<file path="src/rtl/segre_mem_arbiter.sv">
// segre_mem_arbiter: shares the single main-memory port between icache refill
// reads and dcache writeback/refill traffic. Each grant is registered, held on
// the memory port until mem_ready_i, and the line is returned to its owner
// with a one-cycle ready pulse. A dcache writeback+refill pair runs as one
// atomic write-then-read sequence.
// Optional feature: define SEGRE_MEM_ARB_RR_EN for round-robin arbitration on
// simultaneous requests (default: fixed dcache priority).
module segre_mem_arbiter #(
    parameter int unsigned ADDR_W         = 32,
    parameter int unsigned LINE_BYTES     = 16,
    parameter int unsigned TIMEOUT_CYCLES = 255
) (
    input  logic                    clk_i,
    input  logic                    rst_i,
    input  logic                    ic_rd_i,
    input  logic [ADDR_W-1:0]       ic_addr_i,
    output logic                    ic_ready_o,
    output logic [LINE_BYTES*8-1:0] ic_line_o,
    input  logic                    dc_rd_i,
    input  logic                    dc_wr_i,
    input  logic [ADDR_W-1:0]       dc_rd_addr_i,
    input  logic [ADDR_W-1:0]       dc_wr_addr_i,
    input  logic [LINE_BYTES*8-1:0] dc_line_i,
    output logic                    dc_ready_o,
    output logic [LINE_BYTES*8-1:0] dc_line_o,
    output logic                    mem_rd_o,
    output logic                    mem_wr_o,
    output logic [ADDR_W-1:0]       mem_addr_o,
    output logic [LINE_BYTES*8-1:0] mem_line_o,
    input  logic [LINE_BYTES*8-1:0] mem_line_i,
    input  logic                    mem_ready_i,
    output logic                    grant_dc_o,
    output logic                    busy_o,
    output logic                    timeout_o
);

    localparam int unsigned WD_W = (TIMEOUT_CYCLES > 0) ? $clog2(TIMEOUT_CYCLES + 1) : 1;
    localparam logic [WD_W-1:0] WD_MAX = WD_W'(TIMEOUT_CYCLES);

    typedef enum logic [2:0] {
        IDLE,
        IC_RD,
        DC_WR,
        DC_RD,
        RESP
    } state_e;

    state_e            state_q;
    logic [ADDR_W-1:0] rd_addr_q;
    logic              pair_q;
    logic [WD_W-1:0]   wd_cnt_q;
    logic              dc_req;
    logic              pick_dc;
    logic              waiting;

`ifdef SEGRE_MEM_ARB_RR_EN
    logic              last_dc_q;
`endif

    // Winner selection among the requests visible in IDLE.
    always_comb begin
        dc_req = dc_rd_i | dc_wr_i;
`ifdef SEGRE_MEM_ARB_RR_EN
        pick_dc = dc_req & (~ic_rd_i | ~last_dc_q);
`else
        pick_dc = dc_req;
`endif
        waiting = (state_q == IC_RD) || (state_q == DC_WR) || (state_q == DC_RD);
    end

`ifdef SEGRE_MEM_ARB_RR_EN
    // Remember who won the most recent grant so ties alternate.
    always_ff @(posedge clk_i) begin
        if (rst_i) begin
            last_dc_q <= 1'b0;
        end else if (state_q == IDLE && (dc_req || ic_rd_i)) begin
            last_dc_q <= pick_dc;
        end
    end
`endif

    // Transaction sequencer; every port-facing output is a register.
    always_ff @(posedge clk_i) begin
        if (rst_i) begin
            state_q    <= IDLE;
            rd_addr_q  <= '0;
            pair_q     <= 1'b0;
            ic_ready_o <= 1'b0;
            ic_line_o  <= '0;
            dc_ready_o <= 1'b0;
            dc_line_o  <= '0;
            mem_rd_o   <= 1'b0;
            mem_wr_o   <= 1'b0;
            mem_addr_o <= '0;
            mem_line_o <= '0;
            grant_dc_o <= 1'b0;
            busy_o     <= 1'b0;
        end else begin
            ic_ready_o <= 1'b0;
            dc_ready_o <= 1'b0;
            case (state_q)
                IDLE: begin
                    if (pick_dc) begin
                        busy_o     <= 1'b1;
                        grant_dc_o <= 1'b1;
                        rd_addr_q  <= dc_rd_addr_i;
                        pair_q     <= dc_rd_i & dc_wr_i;
                        if (dc_wr_i) begin
                            state_q    <= DC_WR;
                            mem_wr_o   <= 1'b1;
                            mem_addr_o <= dc_wr_addr_i;
                            mem_line_o <= dc_line_i;
                        end else begin
                            state_q    <= DC_RD;
                            mem_rd_o   <= 1'b1;
                            mem_addr_o <= dc_rd_addr_i;
                        end
                    end else if (ic_rd_i) begin
                        busy_o     <= 1'b1;
                        grant_dc_o <= 1'b0;
                        state_q    <= IC_RD;
                        mem_rd_o   <= 1'b1;
                        mem_addr_o <= ic_addr_i;
                    end
                end
                IC_RD, DC_RD: begin
                    if (mem_ready_i) begin
                        mem_rd_o <= 1'b0;
                        state_q  <= RESP;
                        if (grant_dc_o) begin
                            dc_ready_o <= 1'b1;
                            dc_line_o  <= mem_line_i;
                        end else begin
                            ic_ready_o <= 1'b1;
                            ic_line_o  <= mem_line_i;
                        end
                    end
                end
                DC_WR: begin
                    if (mem_ready_i) begin
                        mem_wr_o <= 1'b0;
                        if (pair_q) begin
                            // Refill follows the writeback in the same cycle.
                            state_q    <= DC_RD;
                            mem_rd_o   <= 1'b1;
                            mem_addr_o <= rd_addr_q;
                        end else begin
                            state_q    <= RESP;
                            dc_ready_o <= 1'b1;
                        end
                    end
                end
                RESP: begin
                    state_q    <= IDLE;
                    busy_o     <= 1'b0;
                    grant_dc_o <= 1'b0;
                end
                default: begin
                    state_q <= IDLE;
                end
            endcase
        end
    end

    // Watchdog: saturating count of cycles spent waiting on memory in the current state.
    always_ff @(posedge clk_i) begin
        if (rst_i) begin
            wd_cnt_q  <= '0;
            timeout_o <= 1'b0;
        end else if (!waiting || mem_ready_i) begin
            wd_cnt_q <= '0;
        end else if (wd_cnt_q != WD_MAX) begin
            wd_cnt_q <= wd_cnt_q + WD_W'(1);
            if (wd_cnt_q + WD_W'(1) == WD_MAX) begin
                timeout_o <= 1'b1;
            end
        end
    end

endmodule

</file>
<file path="config.mk">
export PLATFORM = sky130hd
export DESIGN_NAME = segre_mem_arbiter
export DESIGN_NICKNAME = d
export VERILOG_FILES = /design/src/rtl/segre_mem_arbiter.sv
export SDC_FILE = /design/constraint.sdc
export NUM_CORES = 1
export LEC_CHECK = 0
export ABC_AREA = 1
export ABC_CLOCK_PERIOD_IN_PS = 1600
export CELL_PAD_IN_SITES_DETAIL_PLACEMENT = 2
export CELL_PAD_IN_SITES_GLOBAL_PLACEMENT = 2
export CORE_AREA = 2 2 303 305
export CTS_CLUSTER_SIZE = 12
export DETAILED_ROUTE_END_ITERATION = 10
export DIE_AREA = 0 0 305 307
export PLACE_DENSITY_LB_ADDON = 0.1
export SLEW_MARGIN = 10
export SYNTH_ARGS = -nofsm -noshare
export SYNTH_HDL_FRONTEND = slang
export SYNTH_SLANG_ARGS = --single-unit
export TNS_END_PERCENT = 20
</file>
<file path="constraint.sdc">
create_clock -name clk_i -period 1.6 [get_ports clk_i]
set_input_delay 0.32 -clock clk_i [delete_from_list [all_inputs] [get_ports clk_i]]
set_output_delay 0.32 -clock clk_i [all_outputs]
set_load 0.005 [all_outputs]
</file>
==> summary.md <==
| Metric | Value |
|---|---|
| Final Max Slew Viols | `0` |
| #FFs+latches synth | `467` |
| Clock Path Buffers | `3` |
| Hpwl dp | `68.8 mm` |
| Synth top area cells | `dfxtp_1 (53%), nor2_1 (13%), o21ai_0 (9.9%)` |
| CTS tree | `built` |
| Final #Nets | `3481` |
| Startpoint Class | `flip-flop` |
| CP Capture Type | `flip-flop` |
| Ports | `781` |
| Hold Path Class | `input port to flip-flop` |
| Share of Yosys cell area claimed by the top area cell type | `53.2%` |
| CTS Buf Count | `58` |
| Clock transition at path regs | `0.06 ns` |
| Initial drt markers | `670` |
| Final Cycle Share | `98.9%` |
| Required time of the worst setup path | `2.09 ns` |
| Max-cap viol count | `0` |
| Post-CTS Hold Buffers | `0` |
| Worst Setup Path Type | `flip-flop to flip-flop` |
| Chip width | `305 um` |
| Total Wirelength | `97.4 mm` |
| CTS sink cnt | `467` |
| Routed Antenna Nets | `0` |
| FF+latch area | `9390 sq um` |
| Leading cell type in the layout, fill and taps excluded | `nor2_1` |
| Multi-input gate area | `7190 sq um` |
| Mapped Area | `17600 sq um` |
| Area leader, netlist | `dfxtp_1` |
| Syn Nets | `2700` |
| H-tree Lvls | `2` |
| Min-delay src | `rst_i` |
| Fmax | `632 MHz` |
| Starting Density | `19.4%` |
| Overflow after GRT | `0` |
| Synth warnings | `0` |
| Unrepaired setup endpoints after global routing | `true` |
| Outcome | `finished, final reports clean` |
| Mapped Avg Cell Area | `7.51 sq um` |
| Placed cell count | `4226` |
| Routed WL per cell | `22.4 um` |
| Vias in the first global route | `21.2k` |
| Post-Synthesis Cells | `2340` |
| RR Startpoint | `state_q[0]` |
| Setup WS post-layout | `0.0172 ns` |
| Peak supply drop | `0.000741 V` |
| Final non-filler cell total | `4358` |
| Worst Clk Skew | `0.0191 ns` |
| Vias | `19.4k` |
| Register area share after synthesis | `53.2%` |
| R2R setup slack | `0.02 ns` |
| Antenna violations before repair | `21` |
| Final Hold Viols | `0` |
| Min Hold Slack | `0.0737 ns` |
| DP Worst Slack | `-0.514 ns` |
| CTS Root Cell | `clkbuf_16` |
| Async set-reset flop share out of synthesis | `0%` |
| Worst reg2reg path depth | `8` |
| First-pass GRT wire length | `136 mm` |
| Die Height | `307 um` |
| Min-Delay Endpoint | `mem_rd_o` |
| DR vias/cell | `4.45` |
| DIE AREA | `93600 sq um` |
| Critical Path AT | `2.07 ns` |
| Number of remaining DRC errors | `0` |
| Core box area | `90700 sq um` |
| Clk_lat worst skew | `0.61 ns` |
| Most used DFF post-synth | `dfxtp_1` |
| Worst R2R End | `dc_line_o[111]` |
| Cell variety after synth | `28` |
| CP Max Fanout | `44` |
| Row count | `111` |
| Layout cells sized above 1 | `12.7%` |
| Port Buffers | `780` |
| Gr usage total | `19.0%` |
| DR pass1 iterations | `4` |
| Count of flip-flops with a built-in enable after synthesis | `0` |
| Pin count of the biggest net entering global routing | `136` |
| Actual slew at the worst max-slew pin | `0.694 ns` |
| Filler cells | `10.4k` |
| Max_slew headroom | `53.7%` |
| Most frequent cells in the layout | `nor2_1 (573), dfxtp_1 (435), clkdlybuf4s50_1 (355)` |
| Placer Congestion | `0.801` |
| Area grow syn2layout | `67.1%` |
| Leak pwr | `0.0128 uW` |
| Finish-stage setup viols | `0` |
| Pwr dens | `1200 nW/um^2` |
| Final Critical Period | `1.58 ns` |
| Hold path cells | `4` |
==> worst max path at each step <==
| stage | start | end | slack (ns) | depth (start not counted) |
|---|---|---|---|---|
| after global placement | dc_rd_i | mem_addr_o[25] | -0.52 | 10 |
| after floorplan | wd_cnt_q[0] | wd_cnt_q[0] | 0.23 | 6 |
| after global routing | state_q[0] | ic_line_o[8] | -0.08 | 9 |
| after detailed placement | dc_rd_i | mem_addr_o[25] | -0.51 | 10 |
| final | state_q[0] | dc_line_o[111] | 0.02 | 8 |
| after CTS | state_q[0] | dc_line_o[91] | -0.08 | 9 |
==> cells by family (layout without fill, tap and decap cells) <==
family                     count (synthesis)  after routing  synth area share [%]
AOI/OAI and AO/OA                        566            566                  16.2
xor gates and xnor gates                   1              1                0.0498
adders and majority gates                  2              2                 0.142
buffers and inverters                    275           1100                  6.97
DFF                                      467            467                  53.2
other                                      0              7                     0
and+or+nand+nor                         1029           1029                  23.4
==> Yosys cell counts (2+ instances only) <==
cell type  count
o21ai_1       44
nor2_1       621
buf_6          3
a21oi_1      169
nand3_1      169
nor2_4         2
clkbuf_1      86
ha_1           2
nand4_1        3
dfxtp_1      467
nand2_1      228
o21ai_0      348
inv_1         86
a31oi_1        2
nor2_2         2
buf_1          5
buf_4         24
inv_2          6
buf_2         64
==> sequential cells by signal (all words and copies together), names as in the netlist <==
register,flops
timeout_o,1
rd_addr_q,32
dc_ready_o,1
grant_dc_o,1
wd_cnt_q,8
busy_o,1
mem_wr_o,1
ic_ready_o,1
mem_rd_o,1
mem_addr_o,32
pair_q,1
dc_line_o,128
state_q,3
mem_line_o,128
ic_line_o,128
==> metrics by stage <==
stage	setup TNS [ns]	power (uW)	utilization [%]	instance area (sq um)
floorplan	0	17100	-	17600
global placement	-91.07	22300	30.1	27300
detailed placement	-107.63	22600	30.1	27300
CTS	-2.71	35400	31.8	28800
global route	-4.28	37200	32.4	29400
finish	0	35100	32.4	29400
==> critical path, stage by stage (launching register included) <==
cell and delay (ns):
dfxtp_2 0.36, inv_2 0.07, nor2_4 0.12, buf_4 0.13, nand3_4 0.08, buf_12 0.18
buf_12 0.18, o21ai_0 0.24, nor2_1 0.07
==> where the power goes <==
group	total, uW	switching [uW]	internal (uW)
clock network	13100	5370	7770
registers	13600	665	12900
logic	8400	4650	3750
==> area by class of cell <==
class                      instances  share of cell area (%)
clock buffer                      90                    5.97
timing repair buffer             903                    30.7
sequential                       467                    32.0
antenna                            7                  0.0597
clock inverter                    14                   0.447
multi-input combinational       1598                    24.5
inverter                          93                    1.34
tap                             1186                    5.05
==> layer usage <==
metal	up-vias	share of wire (%)	GRT usage (%)
li1	9181	-	-
met1	9466	37	20.2
met2	562	51	34.8
met3	173	7.9	6.90
met4	24	3.3	5.87
met5	-	0.17	0
==> timing repair <==
| item | CTS | global route |
|---|---|---|
| endpoints found under the setup margin | 646 | 433 |
| setup buffers | 0 | 2 |
| hold endpoints to repair | 0 | 0 |
| gates resized for setup | 661 | 207 |
| pin swaps | 0 | 4 |
| gates cloned | 0 | 19 |
(Power assumes the default switching activity.)
